[src/rtl/mult_sched_pkg.sv]
// Shared types and default sizing for the mult_sched multiplier scheduler.
// The optional watchdog is enabled with the MULT_SCHED_TIMEOUT_EN macro.
package mult_sched_pkg;

   typedef enum logic [1:0] {
      IDLE  = 2'd0,
      START = 2'd1,
      WAIT  = 2'd2,
      RESP  = 2'd3
   } sched_state_t;

   localparam int DEF_WIDTH   = 32;
   localparam int DEF_NREQ    = 4;
   localparam int DEF_TIMEOUT = 256;

endpackage

[src/rtl/mult_sched_rr_arbiter.sv]
// Combinational round-robin pick: the first asserted request strictly after
// last_grant, wrapping NREQ-1 -> 0, so last_grant itself has lowest priority.
module rr_arbiter
   import mult_sched_pkg::*;
#(
   parameter int NREQ = DEF_NREQ,
   localparam int IDXW = (NREQ > 1) ? $clog2(NREQ) : 1
) (
   input  logic [NREQ-1:0] req,
   input  logic [IDXW-1:0] last_grant,
   output logic [IDXW-1:0] grant_idx,
   output logic            grant_valid
);

   logic [IDXW-1:0] cand;

   // Scan from farthest to nearest so the nearest requester overwrites the rest.
   always_comb begin
      grant_idx   = '0;
      grant_valid = 1'b0;
      cand        = '0;
      for (int k = NREQ; k >= 1; k--) begin
         cand = IDXW'((int'(last_grant) + k) % NREQ);
         if (req[cand]) begin
            grant_idx   = cand;
            grant_valid = 1'b1;
         end
      end
   end

endmodule

[src/rtl/mult_sched.sv]
// Round-robin scheduler sharing one multiplier among NREQ requesters.
// Define MULT_SCHED_TIMEOUT_EN to add a WAIT-state watchdog that reports rsp_err.
module mult_sched
   import mult_sched_pkg::*;
#(
   parameter int WIDTH   = DEF_WIDTH,
   parameter int NREQ    = DEF_NREQ,
   parameter int TIMEOUT = DEF_TIMEOUT
) (
   input  logic                  clock,
   input  logic                  reset,
   input  logic [NREQ-1:0]       req_valid,
   input  logic [NREQ*WIDTH-1:0] req_a,
   input  logic [NREQ*WIDTH-1:0] req_b,
   output logic [NREQ-1:0]       req_ready,
   output logic [NREQ-1:0]       rsp_valid,
   output logic [2*WIDTH-1:0]    rsp_dout,
   output logic                  rsp_err,
   output logic                  busy,
   output logic                  start,
   output logic [WIDTH-1:0]      A,
   output logic [WIDTH-1:0]      B,
   input  logic                  done,
   input  logic [2*WIDTH-1:0]    dout
);

   localparam int IDXW = (NREQ > 1) ? $clog2(NREQ) : 1;

   sched_state_t       state_q, state_d;
   logic [IDXW-1:0]    grant_q, grant_d;
   logic [IDXW-1:0]    last_grant_q, last_grant_d;
   logic [WIDTH-1:0]   a_q, a_d, b_q, b_d;
   logic [2*WIDTH-1:0] prod_q, prod_d;
   logic               done_prev_q;
   logic               done_edge;
   logic [IDXW-1:0]    arb_idx;
   logic               arb_valid;

`ifdef MULT_SCHED_TIMEOUT_EN
   localparam int CNT_W = $clog2(TIMEOUT + 1);
   logic             err_q, err_d;
   logic [CNT_W-1:0] cnt_q, cnt_d;
`endif

   rr_arbiter #(.NREQ(NREQ)) u_arb (
      .req         (req_valid),
      .last_grant  (last_grant_q),
      .grant_idx   (arb_idx),
      .grant_valid (arb_valid)
   );

   // A done level left high by a previous operation must not count as completion.
   assign done_edge = done & ~done_prev_q;

   always_comb begin
      state_d      = state_q;
      grant_d      = grant_q;
      last_grant_d = last_grant_q;
      a_d          = a_q;
      b_d          = b_q;
      prod_d       = prod_q;
      req_ready    = '0;
      rsp_valid    = '0;
      rsp_dout     = '0;
      rsp_err      = 1'b0;
      start        = 1'b0;
      A            = '0;
      B            = '0;
      busy         = (state_q != IDLE);
`ifdef MULT_SCHED_TIMEOUT_EN
      err_d        = err_q;
      cnt_d        = '0;
`endif
      case (state_q)
         IDLE: begin
            if (arb_valid) begin
               req_ready[arb_idx] = 1'b1;
               grant_d            = arb_idx;
               a_d                = req_a[int'(arb_idx)*WIDTH +: WIDTH];
               b_d                = req_b[int'(arb_idx)*WIDTH +: WIDTH];
               state_d            = START;
`ifdef MULT_SCHED_TIMEOUT_EN
               err_d              = 1'b0;
`endif
            end
         end
         START: begin
            start   = 1'b1;
            A       = a_q;
            B       = b_q;
            state_d = WAIT;
         end
         WAIT: begin
            A = a_q;
            B = b_q;
            if (done_edge) begin
               prod_d  = dout;
               state_d = RESP;
            end
`ifdef MULT_SCHED_TIMEOUT_EN
            else if (cnt_q == CNT_W'(TIMEOUT - 1)) begin
               prod_d  = '0;
               err_d   = 1'b1;
               state_d = RESP;
            end else begin
               cnt_d = cnt_q + 1'b1;
            end
`endif
         end
         RESP: begin
            rsp_valid[grant_q] = 1'b1;
            rsp_dout           = prod_q;
`ifdef MULT_SCHED_TIMEOUT_EN
            rsp_err            = err_q;
`endif
            last_grant_d       = grant_q;
            state_d            = IDLE;
         end
         default: state_d = IDLE;
      endcase
      // Keep every output quiet while reset is high so an abandoned op emits nothing.
      if (reset) begin
         req_ready = '0;
         rsp_valid = '0;
         rsp_dout  = '0;
         rsp_err   = 1'b0;
         start     = 1'b0;
         A         = '0;
         B         = '0;
         busy      = 1'b0;
      end
   end

   always_ff @(posedge clock) begin
      if (reset) begin
         state_q      <= IDLE;
         grant_q      <= '0;
         last_grant_q <= IDXW'(NREQ - 1);
         a_q          <= '0;
         b_q          <= '0;
         prod_q       <= '0;
         done_prev_q  <= 1'b0;
`ifdef MULT_SCHED_TIMEOUT_EN
         err_q        <= 1'b0;
         cnt_q        <= '0;
`endif
      end else begin
         state_q      <= state_d;
         grant_q      <= grant_d;
         last_grant_q <= last_grant_d;
         a_q          <= a_d;
         b_q          <= b_d;
         prod_q       <= prod_d;
         done_prev_q  <= done;
`ifdef MULT_SCHED_TIMEOUT_EN
         err_q        <= err_d;
         cnt_q        <= cnt_d;
`endif
      end
   end

endmodule
[config.mk]
export PLATFORM = sky130hd
export DESIGN_NAME = mult_sched
export DESIGN_NICKNAME = d
export VERILOG_FILES = /design/src/rtl/mult_sched_pkg.sv /design/src/rtl/mult_sched_rr_arbiter.sv /design/src/rtl/mult_sched.sv
export SDC_FILE = /design/constraint.sdc
export NUM_CORES = 1
export LEC_CHECK = 0
export CORE_AREA = 2 2 181 183
export DETAILED_ROUTE_END_ITERATION = 6
export DIE_AREA = 0 0 183 185
export PLACE_DENSITY = 0.63
export SLEW_MARGIN = 20
export SYNTH_ARGS = -nofsm -noshare
export SYNTH_HDL_FRONTEND = slang
export SYNTH_HIERARCHICAL = 1
export SYNTH_SLANG_ARGS = --single-unit
[constraint.sdc]
create_clock -name clock -period 2.1 [get_ports clock]
set_input_delay 0.315 -clock clock [delete_from_list [all_inputs] [get_ports clock]]
set_output_delay 0.315 -clock clock [all_outputs]
set_load 0.01 [all_outputs]
==> impl_metrics.toml <==
[run_status]
status = "finished, violations left"
violations = "negative setup slack"

[grt]
grt-ovfl-total = 0
grt_antenna_before_repair = 2
grt.total_usage = 0.187
grt_max_degree = 65
grt_pass1_wl_um = 48000
grt_pass1_vias = 8182

[setup_path]
crit_type = "reg -> out"
required_ns = 1.78
crit_fanout = 4
critPathLaunchType = "register"
cp.arrival_ns = 1.91
cp_cell_sequence = "buf_6, a31oi_4, a21oi_2, buf_4, or3_4, nor2_2, buf_2"
worstSetupEndpointType = "primary output"
cp_slowest_cell = "or3_4"
cpPeakStageDelay_ns = 0.42

[synthesis]
synth_edf_count = 0
syn-num-nets = 1185
ys.flop_type = "dfxtp_1"
synth_cell_types = 39
ys_async_sr_fraction = 0
yosys_warnings = 6
synth_seq_area_share = 0.372
yosys_register_bits = 135
synth.avg_cell_area_um2 = 8.51
syn_area_mm2 = 0.00726
syn_inst = 853

[final_layout]
drive_gt1_frac = 0.349
synthToLayoutAreaGrowth_pct = 101
fillers = 3054
design.final.nets = 1705
multi_input_area_mm2 = 0.00467
mostFrequentLayoutCells = "323 x clkdlybuf4s50_1, 135 x nand2_1, 131 x dfxtp_1, 94 x buf_6, 68 x a21oi_1"
seq_area_mm2 = 0.00271
final_common_cell = "clkdlybuf4s50_1"
finalCoreUtilization = 0.456

[power]
p_per_area_mw_per_mm2 = 878
p_int_mw = 8.60
switching_share = 0.330
p_comb_frac = 0.461
power_leakage_nw = 5.96
clkPwrFrac = 0.262
p_total_mw = 12.8
p_sw_mw = 4.24
ir_drop_v = 0.000613
seqPwrFrac = 0.277

[floorplanning]
io_pins = 466
die_area_mm2 = 0.0339
die-width_um = 183
start_util = 0.227
coreArea_mm2 = 0.0320
die_y_um = 185
row_count = 66

[place]
dp_hpwl_um = 23600
port_buffers = 464
place_congestion = 0.808
pre_cts_slack_ns = -0.492

[timing]
rsz0062_at_grt = "true"
period_needed_ns = 2.22
max-slew-margin-rel = 0.464
worst-slew-pin-transition_ns = 0.804
finalClockSkew_ns = 0.0167
final-hold-violation-count = 0
fin_ws_ns = -0.121
hold_slack_ns = 0.214
slew_violations = 0
fmax_mhz = 450
setup_viol = 107
fin_crit_sh = 1.06

[clock_tree]
cts_sinks = 135
cts_buffer_depth = 2
cts_root_buf = "clkbuf_16"
clk_latency_ns = 0.43
cts_max_level = 4
tritoncts = "yes"
path_clk_slew_ns = 0.07
numCtsBuffers = 17
ctsHoldBuffers = 0

[routing]
ant_nets = 0
wl_um = 34600
num_vias = 8328
wl_per_cell_um = 19.2
drt_iter0_drc = 294
viasPerCell = 4.63
firstDrtPassIters = 4
drc_errors = 0

[run]
maxCapViolations = 0

[worst_hold_path]
hp-class = "in -> reg"
## metrics by stage
| step | cells | setup TNS, ns | cell area [um2] |
|---|---|---|---|
| final | 1797 | -6.74 | 14600 |
| after global routing | 1796 | -18.31 | 14600 |
| after CTS | 1764 | -5.11 | 13500 |
| after detailed placement | 1703 | -31.20 | 12700 |
| after global placement | 1703 | -29.02 | 12700 |
| after floorplan | 853 | 0 | 7260 |
## power groups by stage
stage	logic (mW)	registers [mW]	clock network, mW
final	5.92	3.56	3.37
after floorplan	2.12	3.40	0
after global routing	6.33	3.62	3.58
after global placement	4.19	3.49	0
after CTS	4.94	3.48	3.47
after detailed placement	4.23	3.51	0
## worst paths after layout
check                  startpoint      endpoint  slack [ns]  cells after the start
setup reg to reg  last_grant_q[1]       a_q[23]       -0.06                     11
hold / removal              reset   done_prev_q        0.21                      2
setup / recovery  last_grant_q[1]  req_ready[1]       -0.12                      7
hold reg to reg         prod_q[7]     prod_q[7]        0.45                      2
## area by class of cell
| cell class | count | share of cell area |
|---|---|---|
| diodes | 3 | 0.000513 |
| flip-flops and latches | 135 | 0.185 |
| repair buffers | 581 | 0.415 |
| clock inverters | 14 | 0.0144 |
| inverters | 6 | 0.00154 |
| clock buffers | 18 | 0.0293 |
| well taps | 408 | 0.0349 |
| multi-input cells | 632 | 0.319 |
## synthesized netlist by cell type, drive strengths merged, types with 2 or more instances
cell / n / area [um2]
buf: 30 / 201
nor2: 6 / 22.5
clkbuf: 50 / 191
o21ai: 63 / 315
a21oi: 72 / 368
nand3: 2 / 10.0
ha: 5 / 62.6
nor2b: 4 / 25.0
and3: 64 / 400
nand2: 137 / 517
nand2b: 4 / 25.0
dfxtp: 135 / 2700
inv: 6 / 22.5
a22oi: 63 / 473
and2: 66 / 413
or3: 2 / 17.5
mux2: 65 / 732
mux2i: 66 / 661
## per-layer routing
layer  track usage  up-vias  routed length, um
met5             0        -                  0
met4        0.0614        0                923
met3        0.0627       43               2680
met2         0.335      340              17600
met1         0.207     3914              13400
li1              -     4031                  -
## logic make-up after synthesis
family,synth area share
fa+ha+maj,0.00861
buf+inv,0.0572
flops,0.372
compound gates,0.165
mux,0.192
simple gates,0.205
other cells,0.000516
## flip-flops by register name (all words and copies together), names as in the netlist
name	cells
state_q	2
prod_q	64
a_q	32
last_grant_q	2
done_prev_q	1
grant_q	2
b_q	32
## timing repair
action                     4_1_cts  5_1_grt
pin swaps                       12       48
setup endpoints to repair      198      199
gates resized for setup        475      323
gates cloned                     7       12
setup buffers                   22       21
## worst max-delay path, delay by kind of cell, from the launching register on
family	cells	cell delay [ns]
AND/OR/NAND/NOR	2	0.51
flip-flops	1	0.37
AO/OA/AOI/OAI	2	0.21
buffers and inverters	3	0.40
(Power assumes the default switching activity.)
